<file path="config.mk">
export PLATFORM = sky130hd
export DESIGN_NAME = serial_subtractor
export DESIGN_NICKNAME = d
export VERILOG_FILES = /design/src/rtl/serial_sub_pkg.sv /design/src/rtl/serial_subtractor_full_subtractor.sv /design/src/rtl/serial_subtractor.sv
export SDC_FILE = /design/constraint.sdc
export NUM_CORES = 1
export LEC_CHECK = 0
export CAP_MARGIN = 20
export CORE_MARGIN = 2
export CORE_UTILIZATION = 35
export CTS_BUF_LIST = sky130_fd_sc_hd__clkbuf_2 sky130_fd_sc_hd__clkbuf_4 sky130_fd_sc_hd__clkbuf_8
export DETAILED_ROUTE_END_ITERATION = 16
export PLACE_DENSITY_LB_ADDON = 0.12
export SLEW_MARGIN = 20
export SYNTH_ARGS = -nofsm -noshare
export SYNTH_HDL_FRONTEND = slang
export SYNTH_SLANG_ARGS = --single-unit
export TNS_END_PERCENT = 20
</file>
<file path="constraint.sdc">
create_clock -name clk -period 2.95 [get_ports clk]
set_input_delay 0.4425 -clock clk [delete_from_list [all_inputs] [get_ports clk]]
set_output_delay 0.4425 -clock clk [all_outputs]
set_load 0.02 [all_outputs]
</file>
<file path="src/rtl/serial_sub_pkg.sv">
// ---------------------------------------------------------------------------
// serial_sub_pkg
//
// Purpose : Shared type for the bit-serial subtractor. It holds the FSM state
//           encoding used by serial_subtractor.
// Ports   : none (package)
// ---------------------------------------------------------------------------
package serial_sub_pkg;

   typedef enum logic [1:0] {
      IDLE,
      RUN,
      DONE
   } serial_sub_state_t;

endpackage

</file>
<file path="src/rtl/serial_subtractor_full_subtractor.sv">
// ---------------------------------------------------------------------------
// full_subtractor
//
// Purpose : One-bit full-subtractor cell. It computes a - b - bin and
//           returns the difference bit and the borrow-out.
// Ports   : a    - minuend bit
//           b    - subtrahend bit
//           bin  - borrow-in
//           d    - difference bit
//           bout - borrow-out
// ---------------------------------------------------------------------------
module full_subtractor (
   input  logic a,
   input  logic b,
   input  logic bin,
   output logic d,
   output logic bout
);

   // A borrow is generated when a=0,b=1. When a==b, an incoming borrow is
   // passed through to the output.
   assign d    = a ^ b ^ bin;
   assign bout = (~a & b) | (~(a ^ b) & bin);

endmodule

</file>
<file path="src/rtl/serial_subtractor.sv">
// ---------------------------------------------------------------------------
// serial_subtractor
//
// Purpose : Bit-serial N-bit subtractor. It computes Diff = A - B - Bin,
//           LSB first, one bit per clock, through a single full-subtractor
//           cell. Operands and results use a valid/ready handshake.
// Ports   : clk       - clock, rising edge
//           reset     - synchronous, active-high reset
//           in_valid  - operands A, B, Bin present
//           in_ready  - block can accept operands (IDLE only)
//           A, B      - unsigned minuend / subtrahend, N bits
//           Bin       - borrow-in
//           out_valid - Diff/Bout valid (DONE only)
//           out_ready - consumer accepts the result
//           Diff      - (A - B - Bin) mod 2^N
//           Bout      - borrow-out, 1 iff A < B + Bin
//           Z, V      - zero / signed-overflow flags (optional)
// Config  : define SERIAL_SUB_FLAGS_EN to add the registered Z and V outputs.
// ---------------------------------------------------------------------------
module serial_subtractor
   import serial_sub_pkg::*;
#(
   parameter int N = 8
) (
   input  logic         clk,
   input  logic         reset,
   input  logic         in_valid,
   output logic         in_ready,
   input  logic [N-1:0] A,
   input  logic [N-1:0] B,
   input  logic         Bin,
   output logic         out_valid,
   input  logic         out_ready,
   output logic [N-1:0] Diff,
   output logic         Bout
`ifdef SERIAL_SUB_FLAGS_EN
   ,
   output logic         Z,
   output logic         V
`endif
);

   localparam int CW = $clog2(N + 1);

   serial_sub_state_t stateQ, stateD;
   logic [N-1:0]      aShQ, aShD;
   logic [N-1:0]      bShQ, bShD;
   logic [N-1:0]      resQ, resD;
   logic              borrowQ, borrowD;
   logic [CW-1:0]     countQ, countD;
   logic              fsD;
   logic              fsBout;

`ifdef SERIAL_SUB_FLAGS_EN
   logic              aMsbQ, aMsbD;
   logic              bMsbQ, bMsbD;
   logic              zQ, zD;
   logic              vQ, vD;
`endif

   // Single arithmetic cell. It is fed from the LSBs of the operand shift
   // registers and the running borrow.
   full_subtractor uFs (
      .a   (aShQ[0]),
      .b   (bShQ[0]),
      .bin (borrowQ),
      .d   (fsD),
      .bout(fsBout)
   );

   // The result register and the borrow drive the outputs directly. They
   // only change during RUN, so they hold steady across DONE and the
   // following IDLE until the next accepted transaction.
   assign Diff = resQ;
   assign Bout = borrowQ;
`ifdef SERIAL_SUB_FLAGS_EN
   assign Z    = zQ;
   assign V    = vQ;
`endif

   // State and datapath registers. Reset clears everything, so any
   // transaction in flight is abandoned without emitting a result.
   always_ff @(posedge clk) begin
      if (reset) begin
         stateQ  <= IDLE;
         aShQ    <= '0;
         bShQ    <= '0;
         resQ    <= '0;
         borrowQ <= 1'b0;
         countQ  <= '0;
`ifdef SERIAL_SUB_FLAGS_EN
         aMsbQ   <= 1'b0;
         bMsbQ   <= 1'b0;
         zQ      <= 1'b0;
         vQ      <= 1'b0;
`endif
      end else begin
         stateQ  <= stateD;
         aShQ    <= aShD;
         bShQ    <= bShD;
         resQ    <= resD;
         borrowQ <= borrowD;
         countQ  <= countD;
`ifdef SERIAL_SUB_FLAGS_EN
         aMsbQ   <= aMsbD;
         bMsbQ   <= bMsbD;
         zQ      <= zD;
         vQ      <= vD;
`endif
      end
   end

   // Next-state and handshake logic. Every register holds by default. IDLE
   // loads the operands. RUN shifts one bit per cycle, and each new
   // difference bit enters at the MSB of the result register. DONE waits
   // for the consumer to take the result.
   always_comb begin
      stateD    = stateQ;
      aShD      = aShQ;
      bShD      = bShQ;
      resD      = resQ;
      borrowD   = borrowQ;
      countD    = countQ;
      in_ready  = 1'b0;
      out_valid = 1'b0;
`ifdef SERIAL_SUB_FLAGS_EN
      aMsbD     = aMsbQ;
      bMsbD     = bMsbQ;
      zD        = zQ;
      vD        = vQ;
`endif

      case (stateQ)
         IDLE: begin
            in_ready = 1'b1;
            if (in_valid) begin
               aShD    = A;
               bShD    = B;
               borrowD = Bin;
               countD  = '0;
               stateD  = RUN;
`ifdef SERIAL_SUB_FLAGS_EN
               aMsbD   = A[N-1];
               bMsbD   = B[N-1];
`endif
            end
         end

         RUN: begin
            aShD         = aShQ >> 1;
            bShD         = bShQ >> 1;
            resD         = resQ >> 1;
            resD[N-1]    = fsD;
            borrowD      = fsBout;
            if (countQ == CW'(N - 1)) begin
               stateD = DONE;
`ifdef SERIAL_SUB_FLAGS_EN
               zD     = (resD == '0);
               vD     = (aMsbQ != bMsbQ) && (resD[N-1] != aMsbQ);
`endif
            end else begin
               countD = countQ + CW'(1);
            end
         end

         DONE: begin
            out_valid = 1'b1;
            if (out_ready) begin
               stateD = IDLE;
            end
         end

         default: begin
            stateD = IDLE;
         end
      endcase
   end

endmodule
</file>
# After elaboration in Yosys (flattened, before gate mapping)

Index checks and enable logic that the tools add are counted.

Bits of input ports: 21
Bits in registers: 31
Output and inout bits: 11

Bitwise logic cells: 7
Equal/unequal tests: 7
Reductions and logical operators: 5
$add $sub $neg: 1
Mux-type cells: 15

Operators with widths:

| kind                                                | number |
|---|---|
| one-hot mux 8 bit (2 select lines)                  | 2 |
| 2-to-1 mux 8 bit                                    | 2 |
| 2-to-1 mux 4 bit                                    | 2 |
| != test 2 bit, second input constant                | 4 |
| one-hot mux 4 bit (2 select lines)                  | 1 |
| 2-to-1 mux 2 bit                                    | 3 |
| one-hot mux 2 bit (3 select lines)                  | 1 |
| AND reduction 3 bit                                 | 2 |
| adder 4 x 1 -> 4 bit, second input constant         | 1 |
| equality test 4 x 3 -> 1 bit, second input constant | 1 |
| 2-to-1 mux 1 bit                                    | 3 |
| AND 1 bit                                           | 2 |
| equality test 2 x 1 -> 1 bit, second input constant | 1 |
| equality test 2 bit, second input constant          | 1 |
| zero test 2 bit                                     | 1 |
| inverter 1 bit                                      | 2 |
| one-hot mux 1 bit (2 select lines)                  | 1 |
| AND reduction 2 bit                                 | 1 |
| nonzero test 2 bit                                  | 1 |
| bitwise XOR 1 bit                                   | 2 |
| bitwise OR 1 bit                                    | 1 |

# Logic depth before layout (Yosys ltp)

Word-level depth: 5
Depth in mapped cells: 5
Mapped depth without buffers: 4

# Hierarchy

Synthesis repeated with hierarchy kept, for this count alone.

Cells, all modules: 164
Area, all modules: 1340.0 um^2

By module, submodules not included:

| module            | times used | area each (um^2) | sequential area each (um^2) | cells an instance |
|---|---|---|---|---|
| serial_subtractor | 1          | 1308.8           | 620.6                       | 160 |
| full_subtractor   | 1          | 31.3             | 0.0                         | 4 |

# Worst setup path after synthesis

No wires, ideal clock.

Path type: reg-to-reg
Start: reg borrowQ, in the netlist Bout
End: reg borrowQ, in the netlist Bout
Arrival time: 1.266 ns
Required time: 2.855 ns
Slack: 1.588 ns
Stages on the path, launching flop included: 5
Buffers on the path: 0
Clock period less this slack: 1.362 ns
Cell sequence: dfxtp_1 > inv_1 > fa_1 > o21a_1 > a221oi_1

Cells in the longest elaborated chain, start to end: 3

RTL lines:

| what                               | RTL line                                | source |
|---|---|---|
| start, declared                    | serial_subtractor.sv:49                 | `logic borrowQ, borrowD;` |
| start signal, assigned             | serial_subtractor.sv:102                | `borrowQ <= borrowD;` |
| AND 1 bit                          | serial_subtractor_full_subtractor.sv:23 | `assign bout = (~a & b) \| (~(a ^ b) & bin);` |
| bitwise OR 1 bit                   | serial_subtractor_full_subtractor.sv:23 |  |
| one-hot mux 1 bit (2 select lines) | serial_subtractor.sv:133                | `case (stateQ)` |

No other way between the ends.
A chain may end at the register's enable or synchronous reset.

# Worst setup path in the final report

Start: reg stateQ[0]
End: out out_valid

Cells in the longest elaborated chain, start to end: 2

RTL lines:

| what                   | RTL line                 | source |
|---|---|---|
| start, declared        | serial_subtractor.sv:45  | `serial_sub_state_t stateQ, stateD;` |
| start signal, assigned | serial_subtractor.sv:98  | `stateQ <= stateD;` |
| equality test 2 bit    | serial_subtractor.sv:133 |  |
| 2-to-1 mux 1 bit       | serial_subtractor.sv:133 |  |
| end, declared          | serial_subtractor.sv:32  | `output logic out_valid,` |

No other way between the ends.

==> impl_results.md <==
* Worst slew margin at 0.6337
* CP startpoint: stateQ[0]
* Setup CP Type: flip-flop to output port
* Post-synthesis simple-gate area fraction at 0.1979
* MaxCap Viol Count at 0
* CP endpoint kind: output port
* Number of port buffers at 31
* Synth Area in Adders at 0.02474
* Worst Hold Launch: Diff[0]
* Post-Place Cells at 230
* Drt first-iter violations at approximately 40
* Max VDD drop at 0.2834 mV
* Most numerous cell in the Yosys netlist: nand2_1
* Layout cells sized above 1 at 0.05851
* Status: finished, final reports clean
* Placed Area at around 1600 sq um
* Largest family of logic cells by synthesized area: compound AO/OA/AOI/OAI gates
* Via Count at ~1200
* Global-route wire length before repair at 4947 um
* Net Count, Synth at about 180
* Grt met2 use at 0.2717
* Met1 Resource Use GR at 0.1610
* Final GP Congestion at 0.7188
* Initial DRT Pass Iterations at 2
* Filler instances at just under 400
* Antenna viol nets, final at 0
* Crit-path max FO at 8
* RSZ-0062 raised after global routing: false
* # nets final at roughly 210
* Reg clk slew, reported paths at around 0.060 ns
* Setup repair bufs after CTS at 0
* DIE AREA at around 4300 sq um
* Num CTS Buffers at 5
* Core area at approximately 3600 sq um
* Most Crowded Layer GR: met2
* Footprint of the multi-input gates at roughly 620 sq um
* Asr flop ratio synth at 0
* YS warnings at 0
* Fmax at between 0.5 and 0.6 GHz
* Post-synthesis sequential area ratio at 0.4719
* Row cnt at 22
* Critical path data required time at approximately 2.5 ns
* Top-Level Pins at 32
* GRT Resource Usage Total at 0.1535
* Reg-to-Reg Start: stateQ[0]
* Clock latency at the later pin of the worst-skew pair at approximately 0.28 ns
* Area Growth Syn to Fin at 30.64%
* Power density over cell area at just over 500 nW/um^2
* Synth Area in Compound Gates at 0.2474
* Non-Filler Instances at ~240
* Final period util at 0.6651
* Post-Syn Instances at approximately 160
* Via density at 5.038
* Total wire length after detailed routing at around 2900 um
* Post-route worst setup slack at roughly 0.99 ns
* Post-Place Setup Slack at slightly above 0.9 ns
* Vias in the first global route at between 1000 and 1500
* Post-Synth XOR/XNOR Area at 0
* Largest net degree at the start of global routing at 32
* Post-synth top area cell: dfxtp_1
* Synthesized area at roughly 1300 sq um
* # diodes at 0
* Leak at ~0.64 nW
* Grt total ovfl at 0
* H-Tree Depth at 2
* Hold Path Class: flip-flop to flip-flop
* Tot Pwr at between 0.8 and 0.9 mW
* Drt wl/cell at between 10 and 15 um
* CTS tree: yes
* Post-cts resize count at 0
* Number of buffers on the longest clock path at 2
* Top FF cell, synth: dfxtp_1
* Top cells by area, synth: dfxtp_1 (47%), nand2_1 (9.4%), a21oi_1 (9.1%)
* Unique cell type count in the Yosys netlist at 31
* Post-route design area at approximately 1700 sq um
* Critical Path Source Type: flip-flop
* Post-synth EDFFs at 0
* Clk_skew at approximately 0.0041 ns
* Worst EP arrival at ~1.5 ns
* Clock Tree Root: clkbuf_8
* Die height at between 60 and 70 um
* Avg Inst Size Synth at between 8 and 9 sq um
* Core Util, Final at 0.4728
* Cts hold-fix bufs at 0
* Post-route minimum period at 1.962 ns
* Clock sinks at 31
* Initial antenna violation count at 0
* Register-to-Register Setup Slack at between 1 and 1.5 ns
* Sequential cell area at between 600 and 700 sq um
* Remaining routing DRC violations at 0
* Fin Hold WS at 0.4594 ns
* Final Hold Fails at 0
* Die X at 65.30 um
* Worst slew pin tran at roughly 0.55 ns
* Total Negative Setup Slacks at 0 ns
* Final setup fails at 0
* Yosys reg bits at 31
* Top post-synthesis cells by count: nand2_1 (33), dfxtp_1 (31), a21oi_1 (24)
* Fin. max-slew vios at 0
* Post-synthesis mux area share at 0
* Share of the synthesized area in the top cell type at 0.4719
* Starting Density at 0.3619
* Detailed placer's ending HPWL at 1916 um
* Met3 Use GR at 0.06164
-- sequential cells by signal (all words and copies together) (netlist names) --
signal,flops
aShQ,8
countQ,4
bShQ,8
stateQ,2
Bout,1
Diff,8
-- layer usage --
layer  vias up  routed length (um)
met5         -                   0
met4         0                  51
met3         5                 153
met2        26                1342
met1       546                1308
li1        612                   -
-- placed cells by master (no fill, tap or decap) --
cell              n
buf_2             1
dfxtp_1          31
nand4b_1          1
or4_1             1
clkbuf_4          1
o2111a_1          1
and4b_1           1
clkdlybuf4s50_1  30
a21oi_1          24
o21bai_1          1
buf_4             3
nor2b_1           1
nand2b_1          1
nor3_1            2
o21ai_0           2
nand2_1          33
nand3_1           2
o21a_1            1
fa_1              1
a2bb2oi_1         1
o21ba_2           1
nor2_1           17
a32oi_1           2
and2b_1           1
a221oi_1          2
inv_1             4
a31oi_1           1
nand4_1           1
ha_1              1
a211oi_1         12
clkbuf_8          5
a311oi_1          1
a311o_1           1
-- path summary, 6_finish.rpt --
check              end  cells after the start
max          out_valid                      2
min            Diff[0]                      2
max reg2reg  countQ[3]                      4
min reg2reg    Diff[0]                      2
-- cells by family (layout without fill, tap and decap cells) --
family | Yosys count | count (layout)
adders and majority gates | 2 | 2
buffers and inverters | 17 | 44
and+or+nand+nor | 61 | 61
AOI/OAI and AO/OA | 50 | 50
DFF | 31 | 31
-- power breakdown --
group | internal, mW | switching, mW | leakage [nW]
combinational | 0.0600 | 0.0647 | 0.343
sequential | 0.443 | 0.0143 | 0.254
clock | 0.166 | 0.141 | 0.0406
total | 0.669 | 0.220 | 0.638
-- cell type report --
cell class,count,share of cell area
flip-flops and latches,31,0.3613
multi-input cells,113,0.3598
repair buffers,34,0.1908
clock buffers,6,0.04443
well taps,48,0.03496
inverters,4,0.008740
-- worst max-delay path, stage by stage, from the launching register on --
cell	delay, ns
dfxtp_1	0.48
and2b_1	0.23
clkdlybuf4s50_1	0.53
Power figures use the tool's default switching activity.
==> RTL edit, RTL diff (same flow settings) <==
Change the parameter `N` from 8 to 16.
--- a/src/rtl/serial_subtractor.sv
+++ b/src/rtl/serial_subtractor.sv
@@ -20,7 +20,7 @@
 module serial_subtractor
    import serial_sub_pkg::*;
 #(
-   parameter int N = 8
+   parameter int N = 16
 ) (
    input  logic         clk,
    input  logic         reset,
Ports: changed (resized A, B and Diff); port bits go from 32 to 56. No check against the original RTL was run, so the function may have changed too.
==> RTL edit against the unedited design <==
  * Setup slack got worse by 0.29 ns
  * Area after synthesis increased by 86%
  * Global-route usage decreased by 1.8 points
  * Clock skew about the same
  * Final area increased by 82%
  * Sequential cell count increased by 25
  * Wire length increased by 72%
  * Worst hold slack got worse by 0.0030 ns
  * Combinational power increased by 86%
  * Power increased by 78%
  * First-iteration DRC count increased by 27%
==> RTL edit: results (changes against the unedited design) <==
Status -> completed
Static Leak -> 1.12 nW (+76%)
Peak VDD IR -> 0.224 mV (-21%)
Vias in the first global route -> 1795 (+57%)
Critical path arrival -> 1.81 ns (+0.29 ns)
Placed instance area -> 0.00301 mm2 (+83%)
Slew margin rel. -> 56.2% (-7.2 points)
R2R depth -> 6 (+2)
# nets final -> 354 (+67%)
RR Startpoint -> countQ[0]$_SDFFE_PP0P_
Slowest CP cell -> dfxtp_1
Seq/Total Area, Yosys -> 45.9% (-1.3 points)
Sequential share of power -> 53.1% (+1.6 points)
Synth area leaders -> dfxtp_1, mux2i_1, a211oi_1
Total track usage -> 13.6% (-1.8 points)
FF-to-FF setup slack -> 0.96 ns (-0.28 ns)
Worst stage delay on the critical path -> 0.64 ns (+0.11 ns)
Clock skew -> 0.00421 ns (+0.0000714 ns)
FMAX -> 0.443 GHz (-13%)
Hold Slack -> 0.456 ns (-0.00296 ns)
Via/cell ratio -> 4.96 (-1.5%)
Power Density -> 506 mW/mm2 (-2.2%)
Number of buffers added on ports -> 55 (+77%)
Syn nets -> 312 (+70%)
Post-synthesis area per instance -> 8.98 um2 (+9.9%)
Starting DRT DRC Count -> 52 (+27%)
Share of layout cells above drive strength 1 -> 5.40% (-0.45 points)
Overall power -> 1.58 mW (+78%)
Max FO, Critical Path -> 16 (+8)
CTS clk-pin slew, worst paths -> 0.10 ns (+0.04 ns)
Dpl hpwl -> 3270 um (+71%)
DRT Pass-1 Iters -> 4 (+2)
Fillers -> 687 (+75%)
Placer Congestion -> 0.690 (-4.0%)
-- RTL edit: cell count changes after synthesis, moves of 5 or more --
cell | unedited run | this run
mux2i_1 | 0 | 31
a21oi_1 | 24 | 19
nor2_1 | 17 | 35
a211oi_1 | 12 | 34
buf_2 | 7 | 13
dfxtp_1 | 31 | 56
-- RTL edit: area by class of cell --
class | instances | area share, %
Clock inverter | 2 | 1.12
Clock buffer | 6 | 2.45
Sequential cell | 56 | 36.0
Multi-Input combinational cell | 186 | 37.6
Timing Repair Buffer | 59 | 18.9
Inverter | 6 | 0.722
Tap cell | 80 | 3.21
-- RTL edit: per-layer routing --
metal  global-route usage (%)  share of wire, %
met3                     3.20               4.4
met5                        0                 0
met1                     18.8                50
met2                     21.5                45
met4                     3.36              0.67
-- RTL edit: worst max path at each step --
| stage | from | to | cells past startpoint |
|---|---|---|---|
| 6_report | stateQ[1]$_SDFFE_PP0P_ | out_valid | 2 |
| 5_1_grt | stateQ[1]$_SDFFE_PP0P_ | out_valid | 2 |
| 4_1_cts | stateQ[1]$_SDFFE_PP0P_ | out_valid | 2 |
| 3_5_place_dp | in_valid | bShQ[2]$_SDFFE_PP0P_ | 5 |
| 3_3_place_gp | in_valid | bShQ[3]$_SDFFE_PP0P_ | 5 |
| 2_1_floorplan | countQ[0]$_SDFFE_PP0P_ | countQ[3]$_SDFFE_PP0P_ | 7 |
-- RTL edit: kinds of logic after synthesis --
group / share of synthesized area [%]
buf+inv: 6.05
compound gates: 17.3
mux: 13.2
simple gates: 15.7
fa+ha+maj: 1.84
flops: 45.9
-- RTL edit: critical path: cells and delay by family, from the launching register on --
kind                   cells  cell delay (ns)
buffers and inverters      1             0.63
DFF                        1             0.64
and+or+nand+nor            1             0.24
